File: config.mk
export PLATFORM = sky130hd
export DESIGN_NAME = fir_filter_param
export DESIGN_NICKNAME = d
export VERILOG_FILES = /design/src/rtl/fir_filter_param.sv
export SDC_FILE = /design/constraint.sdc
export NUM_CORES = 1
export LEC_CHECK = 0
export CORE_ASPECT_RATIO = 1.5
export CORE_MARGIN = 2
export CORE_UTILIZATION = 38
export CTS_CLUSTER_SIZE = 10
export DETAILED_ROUTE_END_ITERATION = 7
export PLACE_DENSITY = 0.56
export SYNTH_ARGS = -nofsm -noshare
export SYNTH_HDL_FRONTEND = slang
export SYNTH_SLANG_ARGS = --single-unit
export TNS_END_PERCENT = 50
File: constraint.sdc
create_clock -name clk -period 7.8 [get_ports clk]
set_input_delay 1.17 -clock clk [delete_from_list [all_inputs] [get_ports clk]]
set_output_delay 1.17 -clock clk [all_outputs]
set_load 0.05 [all_outputs]
File: src/rtl/fir_filter_param.sv
// fir_filter_param: TAPS-tap direct-form FIR on signed samples with
// runtime-programmable coefficients and a two-stage registered datapath.
//
// Optional build macro FIR_SAT_EN: saturate the shifted accumulator to the
// WIDTH range instead of wrapping, and add the sat_flag output.
//
// Stream handshake: there is no back-pressure. A sample is taken whenever
// enable && rin at a rising edge; r_out pulses for exactly one enabled cycle
// per accepted sample, two enabled edges after the accept. While enable is
// low every sample-path register holds and rin is ignored.
module fir_filter_param #(
  parameter int WIDTH = 16,
  parameter int TAPS  = 4,
  parameter int SHIFT = 0,
  parameter int AW    = $clog2(TAPS)
) (
  input  logic                    clk,
  input  logic                    rst,
  input  logic                    enable,
  input  logic                    rin,
  input  logic signed [WIDTH-1:0] dataIn1,
  input  logic                    coef_we,
  input  logic        [AW-1:0]    coef_addr,
  input  logic signed [WIDTH-1:0] coef_data,
`ifdef FIR_SAT_EN
  output logic                    sat_flag,
`endif
  output logic                    r_out,
  output logic signed [WIDTH-1:0] dataOut1
);

  localparam int PW    = 2 * WIDTH;
  localparam int ACC_W = PW + AW;

`ifdef FIR_SAT_EN
  localparam logic signed [ACC_W-1:0] SAT_MAX =
    {{(ACC_W-WIDTH+1){1'b0}}, {(WIDTH-1){1'b1}}};
  localparam logic signed [ACC_W-1:0] SAT_MIN =
    {{(ACC_W-WIDTH+1){1'b1}}, {(WIDTH-1){1'b0}}};
`endif

  logic signed [WIDTH-1:0] xs_q [TAPS];
  logic signed [WIDTH-1:0] c_q  [TAPS];
  logic                    v1_q;
  logic                    r_out_q;
  logic signed [WIDTH-1:0] dout_q;
  logic signed [WIDTH-1:0] dout_d;
  logic signed [PW-1:0]    prod;
  logic signed [ACC_W-1:0] acc_d;
  logic signed [ACC_W-1:0] shifted;
  logic                    clip;
`ifdef FIR_SAT_EN
  logic                    sat_q;
`endif

  // Stage-2 arithmetic: full-precision sum of products, shift, then narrow.
  always_comb begin
    prod  = '0;
    acc_d = '0;
    for (int k = 0; k < TAPS; k++) begin
      prod  = PW'(xs_q[k]) * PW'(c_q[k]);
      acc_d = acc_d + ACC_W'(prod);
    end
    shifted = acc_d >>> SHIFT;
    clip    = 1'b0;
`ifdef FIR_SAT_EN
    if (shifted > SAT_MAX) begin
      dout_d = {1'b0, {(WIDTH-1){1'b1}}};
      clip   = 1'b1;
    end else if (shifted < SAT_MIN) begin
      dout_d = {1'b1, {(WIDTH-1){1'b0}}};
      clip   = 1'b1;
    end else begin
      dout_d = WIDTH'(shifted);
    end
`else
    dout_d = WIDTH'(shifted);
`endif
  end

  // Coefficient bank: writes land regardless of enable; addresses >= TAPS match no tap.
  always_ff @(posedge clk) begin
    if (!rst) begin
      for (int k = 0; k < TAPS; k++) c_q[k] <= '0;
    end else begin
      for (int k = 0; k < TAPS; k++) begin
        if (coef_we && (coef_addr == AW'(k))) c_q[k] <= coef_data;
      end
    end
  end

  // Sample path: delay line shifts per accepted sample, two-stage valid pipeline.
  always_ff @(posedge clk) begin
    if (!rst) begin
      for (int k = 0; k < TAPS; k++) xs_q[k] <= '0;
      v1_q    <= 1'b0;
      r_out_q <= 1'b0;
      dout_q  <= '0;
`ifdef FIR_SAT_EN
      sat_q   <= 1'b0;
`endif
    end else if (enable) begin
      if (rin) begin
        xs_q[0] <= dataIn1;
        for (int k = 1; k < TAPS; k++) xs_q[k] <= xs_q[k-1];
      end
      v1_q    <= rin;
      r_out_q <= v1_q;
      if (v1_q) dout_q <= dout_d;
`ifdef FIR_SAT_EN
      sat_q   <= v1_q && clip;
`endif
    end
  end

  assign r_out    = r_out_q;
  assign dataOut1 = dout_q;
`ifdef FIR_SAT_EN
  assign sat_flag = sat_q;
`else
  // Clip detection is only meaningful in the saturating build.
  logic unused_clip;
  assign unused_clip = clip;
`endif

endmodule

==> results.sh, run 1 <==
export IMPL_status="completed"
export IMPL_crit_start="xs_q[3][7]"
export IMPL_cp_max_fo=8
export IMPL_grt_pass1_vias=16350
export IMPL_start_util=0.3828
export IMPL_endpoint_kind="register"
export IMPL_finalSetupViolCount=0
export IMPL_placed_cells=3066
export IMPL_use_met3=0.02109
export IMPL_hold_path_class="reg -> reg"
export IMPL_grt_usage=0.2232
export IMPL_fin_crit_sh=0.9672
export IMPL_timing_worst_setup_path_type="reg -> reg"
export IMPL_worstReg2RegStart="xs_q[3][7]"
export IMPL_clock_skew_ns=0.01520
export IMPL_grt_met1_usage=0.2261
export IMPL_fmax_mhz=132.5
export IMPL_fin_util=0.4311
export IMPL_dr_pass1_iters=5
export IMPL_syn_instance_count=2234
export IMPL_grt_max_degree=65
export IMPL_yosys_most_used_dff="edfxtp_1"
export IMPL_wirelength_mm=64.20
export IMPL_place_area_um2=23930
export IMPL_finalInstanceArea_um2=24880
export IMPL_yosysWarnings=0
export IMPL_via_per_inst=4.732
export IMPL_use_met2=0.4279
export IMPL_place_congestion=0.9368
export IMPL_cts_root_buffer="clkbuf_16"
export IMPL_worst_pin_slew_ns=1.155
export IMPL_fin_crit_ns=7.545
export IMPL_synth_edff_count=128
export IMPL_r2r_slack_ns=0.26
export IMPL_crit_required_ns=8.15
export IMPL_grt_busiest_layer="met2"
export IMPL_cts_buffers=17
export IMPL_stdcell_count=3136
export IMPL_drt_iter0_markers=746
export IMPL_ys_ff_latch=146
export IMPL_grt_first_pass_wirelength_mm=98.15
export IMPL_port_buffers=55
export IMPL_core_area_um2=57700
export IMPL_synth_nets=2867
export IMPL_cts_tree="yes"
export IMPL_route_detailed_drc=0
export IMPL_ys_types=32
export IMPL_die_w_um=200.8
export IMPL_start_kind="register"
export IMPL_num_io_pins=56
export IMPL_synth_area_um2=22080
export IMPL_dp_hpwl_mm=55.34
export IMPL_htreeDepth=4
export IMPL_dieArea_um2=60100
export IMPL_ant_nets=0
export IMPL_fin_tns_setup_ns=0
export IMPL_clk_path_buf_depth=2
export IMPL_syn_area_per_cell_um2=9.886
export IMPL_clock_sinks=146
export IMPL_async_reset_ff_frac=0
export IMPL_placementRows=108
export IMPL_final_hold_viol_count=0
export IMPL_wl_per_cell_um=20.47
export IMPL_die_h_um=299.3
export IMPL_clk_insertion_delay_late_ns=0.47
export IMPL_grt_setup_unrepaired="yes"
export IMPL_antenna_found_initial=0
export IMPL_cp_data_arrival_time_ns=7.90
export IMPL_syn2layout_area_growth_pct=12.63
export IMPL_overflow=0
export IMPL_relSlewSlack=0.2297
export IMPL_drive_gt1_frac=0.07230
export IMPL_drv_slew=0
export IMPL_fin_nets=2985
export IMPL_max_cap_viol_count=0
export IMPL_vias=14840
export IMPL_cts_clk_slew_worst_paths_ns=0.08
export IMPL_hp_start="dataOut1[15]"
export IMPL_yosysSeqAreaShare=0.1904
[path summary, 6_finish.rpt]
kind                                endpoint  cells past startpoint
worst max-delay path            dataOut1[15]                     24
worst max register to register  dataOut1[15]                     24
worst min-delay path            dataOut1[15]                      2
worst min register to register  dataOut1[15]                      2
[synth_stat cells, types with 6 or more instances]
cell type  count  area [um^2]
inv_1        509         1911
and2_1       410         2565
fa_1         390         7807
nand2_1      292         1096
ha_1         204         2552
edfxtp_1     128         3844
xnor2_1      114        998.5
clkbuf_1      67        251.5
xor2_1        26        227.7
dfxtp_1       18        360.4
o21ai_0       17        85.08
buf_2          8        40.04
a21boi_0       7        52.55
a21oi_1        6        30.03
nand2b_1       6        37.54
[worst max-delay path, cell delays in order, from the launching register on]
cell,delay [ns]
edfxtp_1,0.57
buf_4,0.22
and2_1,0.16
fa_1,0.52
fa_1,0.55
inv_1,0.05
fa_1,0.48
fa_1,0.55
fa_1,0.44
fa_1,0.51
fa_1,0.48
fa_1,0.52
inv_1,0.05
fa_1,0.47
inv_1,0.05
fa_2,0.34
xnor2_2,0.14
xnor2_1,0.14
xnor2_1,0.22
xnor2_1,0.15
xnor2_1,0.10
xnor2_1,0.28
xnor2_2,0.19
xnor2_1,0.15
o21ai_1,0.06
[through the flow]
stage                     hold slack, ns  worst slack (ns)
after floorplan                   0.4646            0.5382
after global placement            0.4572            0.1336
after detailed placement          0.4520           0.08011
after CTS                         0.4613           0.06819
after global routing              0.4997          -0.02995
final                             0.4571            0.2555
[cells in the final DEF (no fill, tap or decap), types with 26 or more instances in the layout]
master and n:
nand2_1 290, ha_1 204, xnor2_1 112, buf_4 118, inv_1 509, and2_1 408
clkdlybuf4s50_1 55, fa_1 389, edfxtp_1 128, xor2_1 26
[flip-flops by register name, indices dropped and copies added, names as in the netlist]
signal,count
r_out,1
xs_q,64
v1_q,1
dataOut1,16
c_q,64
[per-layer routing]
| layer | wire (um) | vias up | share of wire |
|---|---|---|---|
| li1 | - | 6757 | - |
| met1 | 21860 | 7544 | 0.34 |
| met2 | 35590 | 382 | 0.55 |
| met3 | 1699 | 158 | 0.026 |
| met4 | 5039 | 0 | 0.078 |
| met5 | 0 | - | 0 |
[final cells by class]
type | count | area (um^2)
inverter | 509 | 1911
antenna | 1 | 2.502
fill | 5677 | 32830
tap | 770 | 963.4
clock buffer | 17 | 425.4
multi-input combinational | 1500 | 15700
timing repair buffer | 178 | 1504
sequential | 146 | 4204
clock inverter | 15 | 170.2
[cell families (layout without fill, tap and decap cells)]
group	count (synthesis)	after routing	synth area share
XOR/XNOR	142	142	0.05699
adder cells (fa/ha/maj)	594	594	0.4691
other	0	1	0
AO/OA/AOI/OAI	42	42	0.01161
AND/OR/NAND/NOR	722	722	0.1709
flip-flops	146	146	0.1904
buffers and inverters	588	719	0.1010
[timing repair]
action                                 CTS  global route
gates resized for setup                  0            13
setup endpoints to repair                0             6
hold buffers                             0             0
buffers inserted                         0            37
endpoints found under the hold margin    0             0
Power of run 1 is not shown: default switching activity piles up to over one toggle a cycle in this logic, so the estimate is an artifact.
==> run 2: changes to the inputs <==
PLACE_DENSITY = 0.54   (was 0.56)
clock period = 8 ns   (was 7.8 ns; I/O delays follow)
==> results.sh, run 2 (synthesis gave the netlist of run 1 again) <==
export IMPL_fin_nets=2931
export IMPL_hold_path_class="reg -> reg"
export IMPL_endpoint_kind="register"
export IMPL_drv_slew=0
export IMPL_grt_pass1_vias=16590
export IMPL_wl_per_cell_um=20.97
export IMPL_grt_max_degree=65
export IMPL_relSlewSlack=0.2789
export IMPL_wl_met3_mm=1.473
export IMPL_cts_buffers=17
export IMPL_antenna_found_initial=0
export IMPL_die_h_um=299.3
export IMPL_timing_worst_setup_path_type="reg -> reg"
export IMPL_cp_slowest_stage_delay_ns=0.60
export IMPL_htreeDepth=4
export IMPL_place_congestion=0.9360
export IMPL_vias=14590
export IMPL_via_per_inst=4.737
export IMPL_worst_path_buf_inv=5
export IMPL_syn2layout_area_growth_pct=10.76
export IMPL_grt_usage=0.2267
export IMPL_crit_required_ns=8.35
export IMPL_finalSetupViolCount=0
export IMPL_start_kind="register"
export IMPL_wl_met2_mm=36.33
export IMPL_route_detailed_drc=0
export IMPL_clk_path_buf_depth=2
export IMPL_num_io_pins=56
export IMPL_top_layer="met4"
export IMPL_dp_hpwl_mm=54.78
export IMPL_fin_crit_sh=0.9625
export IMPL_path_delay_family="adder cells"
export IMPL_status="completed"
export IMPL_cts_root_buffer="clkbuf_16"
export IMPL_max_cap_viol_count=0
export IMPL_start_util=0.3828
export IMPL_ant_nets=0
export IMPL_nFillCells=5729
export IMPL_wl_met1_mm=22.36
export IMPL_crit_top_cell="fa_1"
export IMPL_port_buffers=55
export IMPL_crit_slowest_cell="fa_1"
export IMPL_wirelength_mm=64.59
export IMPL_fmax_mhz=129.9
export IMPL_dieArea_um2=60100
export IMPL_overflow=0
export IMPL_cp_max_fo=8
export IMPL_holdBufCountCts=0
export IMPL_cp_data_arrival_time_ns=8.05
export IMPL_drt_iter0_markers=683
export IMPL_grt_first_pass_wirelength_mm=99.93
export IMPL_final_hold_viol_count=0
export IMPL_core_area_um2=57700
export IMPL_fin_tns_setup_ns=0
export IMPL_clk_insertion_delay_late_ns=0.47
export IMPL_cts_clk_slew_worst_paths_ns=0.08
export IMPL_layout_commonest_cell="inv_1"
export IMPL_die_w_um=200.8
export IMPL_n_antenna_cell=0
export IMPL_cts_tree="yes"
export IMPL_dr_pass1_iters=5
export IMPL_worst_pin_slew_ns=1.082
export IMPL_layout_common_cells="509 x inv_1, 410 x and2_1, 390 x fa_1, 291 x nand2_1, 204 x ha_1"
export IMPL_clock_skew_ns=0.01315
export IMPL_placementRows=108
export IMPL_drive_gt1_frac=0.04589
export IMPL_clock_sinks=146
export IMPL_fin_crit_ns=7.700
export IMPL_grt_setup_unrepaired="no"
==> run 2: changes by cell type in the layout (fill, tap and decap cells not counted), sizes merged <==
cell and change:
clkinv -1, diode -1, clkbuf +1, bufinv +2, inv -4, buf -53
==> run 2: final cells by class <==
| class | instances | area [um^2] | area share |
|---|---|---|---|
| clock inverters | 12 | 180.2 | 0.007365 |
| repair buffers | 124 | 1101 | 0.04501 |
| well taps | 770 | 963.4 | 0.03938 |
| flip-flops and latches | 146 | 4204 | 0.1719 |
| inverters | 509 | 1911 | 0.07810 |
| multi-input cells | 1500 | 15670 | 0.6406 |
| clock buffers | 19 | 432.9 | 0.01770 |
==> run 2: what timing repair did <==
item	4_1_cts	5_1_grt
setup buffers	0	19
endpoints found under the setup margin	0	4
resized for setup	0	4
==> run 2: final timing paths <==
check,startpoint,to,slack [ns],cells after the start
hold / removal,dataOut1[0],dataOut1[0],0.47,2
hold reg to reg,dataOut1[0],dataOut1[0],0.47,2
setup reg to reg,c_q[2][8],dataOut1[15],0.30,25
setup / recovery,c_q[2][8],dataOut1[15],0.30,25
==> run 2: worst reg2reg max path, delay by kind of cell, from the launching register on <==
kind / cells / cell delay, ns
fa+ha+maj: 10 / 5.00
xor+xnor: 8 / 1.43
flops: 1 / 0.53
buf+inv: 5 / 0.32
simple gates: 1 / 0.22
compound gates: 1 / 0.06
==> run 2: metal layers <==
metal | global-route usage | up-vias
met2 | 0.4411 | 307
met5 | 0 | -
met4 | 0.1392 | 0
met3 | 0.01990 | 126
li1 | - | 6645
met1 | 0.2331 | 7512
==> run 2: metrics by stage <==
step | std cells | util | hold slack, ns | cell area (um^2) | setup slack, ns
after floorplan | 2234 | - | 0.4646 | 22080 | 0.7382
after global placement | 3030 | 0.4102 | 0.4552 | 23670 | 0.2008
after detailed placement | 3030 | 0.4102 | 0.4640 | 23670 | 0.1866
after CTS | 3061 | 0.4208 | 0.4739 | 24280 | 0.1554
after global routing | 3080 | 0.4240 | 0.4857 | 24460 | 0.007343
final | 3080 | 0.4240 | 0.4690 | 24460 | 0.2998
Power of run 2 is left out for the same reason.
==> run 3: changes to the inputs <==
ABC_CLOCK_PERIOD_IN_PS = 8000   (was default)
TNS_END_PERCENT = 100   (was 50)
==> results of run 3 <==
Same layout as run 2: the final DEF is identical, and so are final timing and power.
Power of run 3 is left out for the same reason.
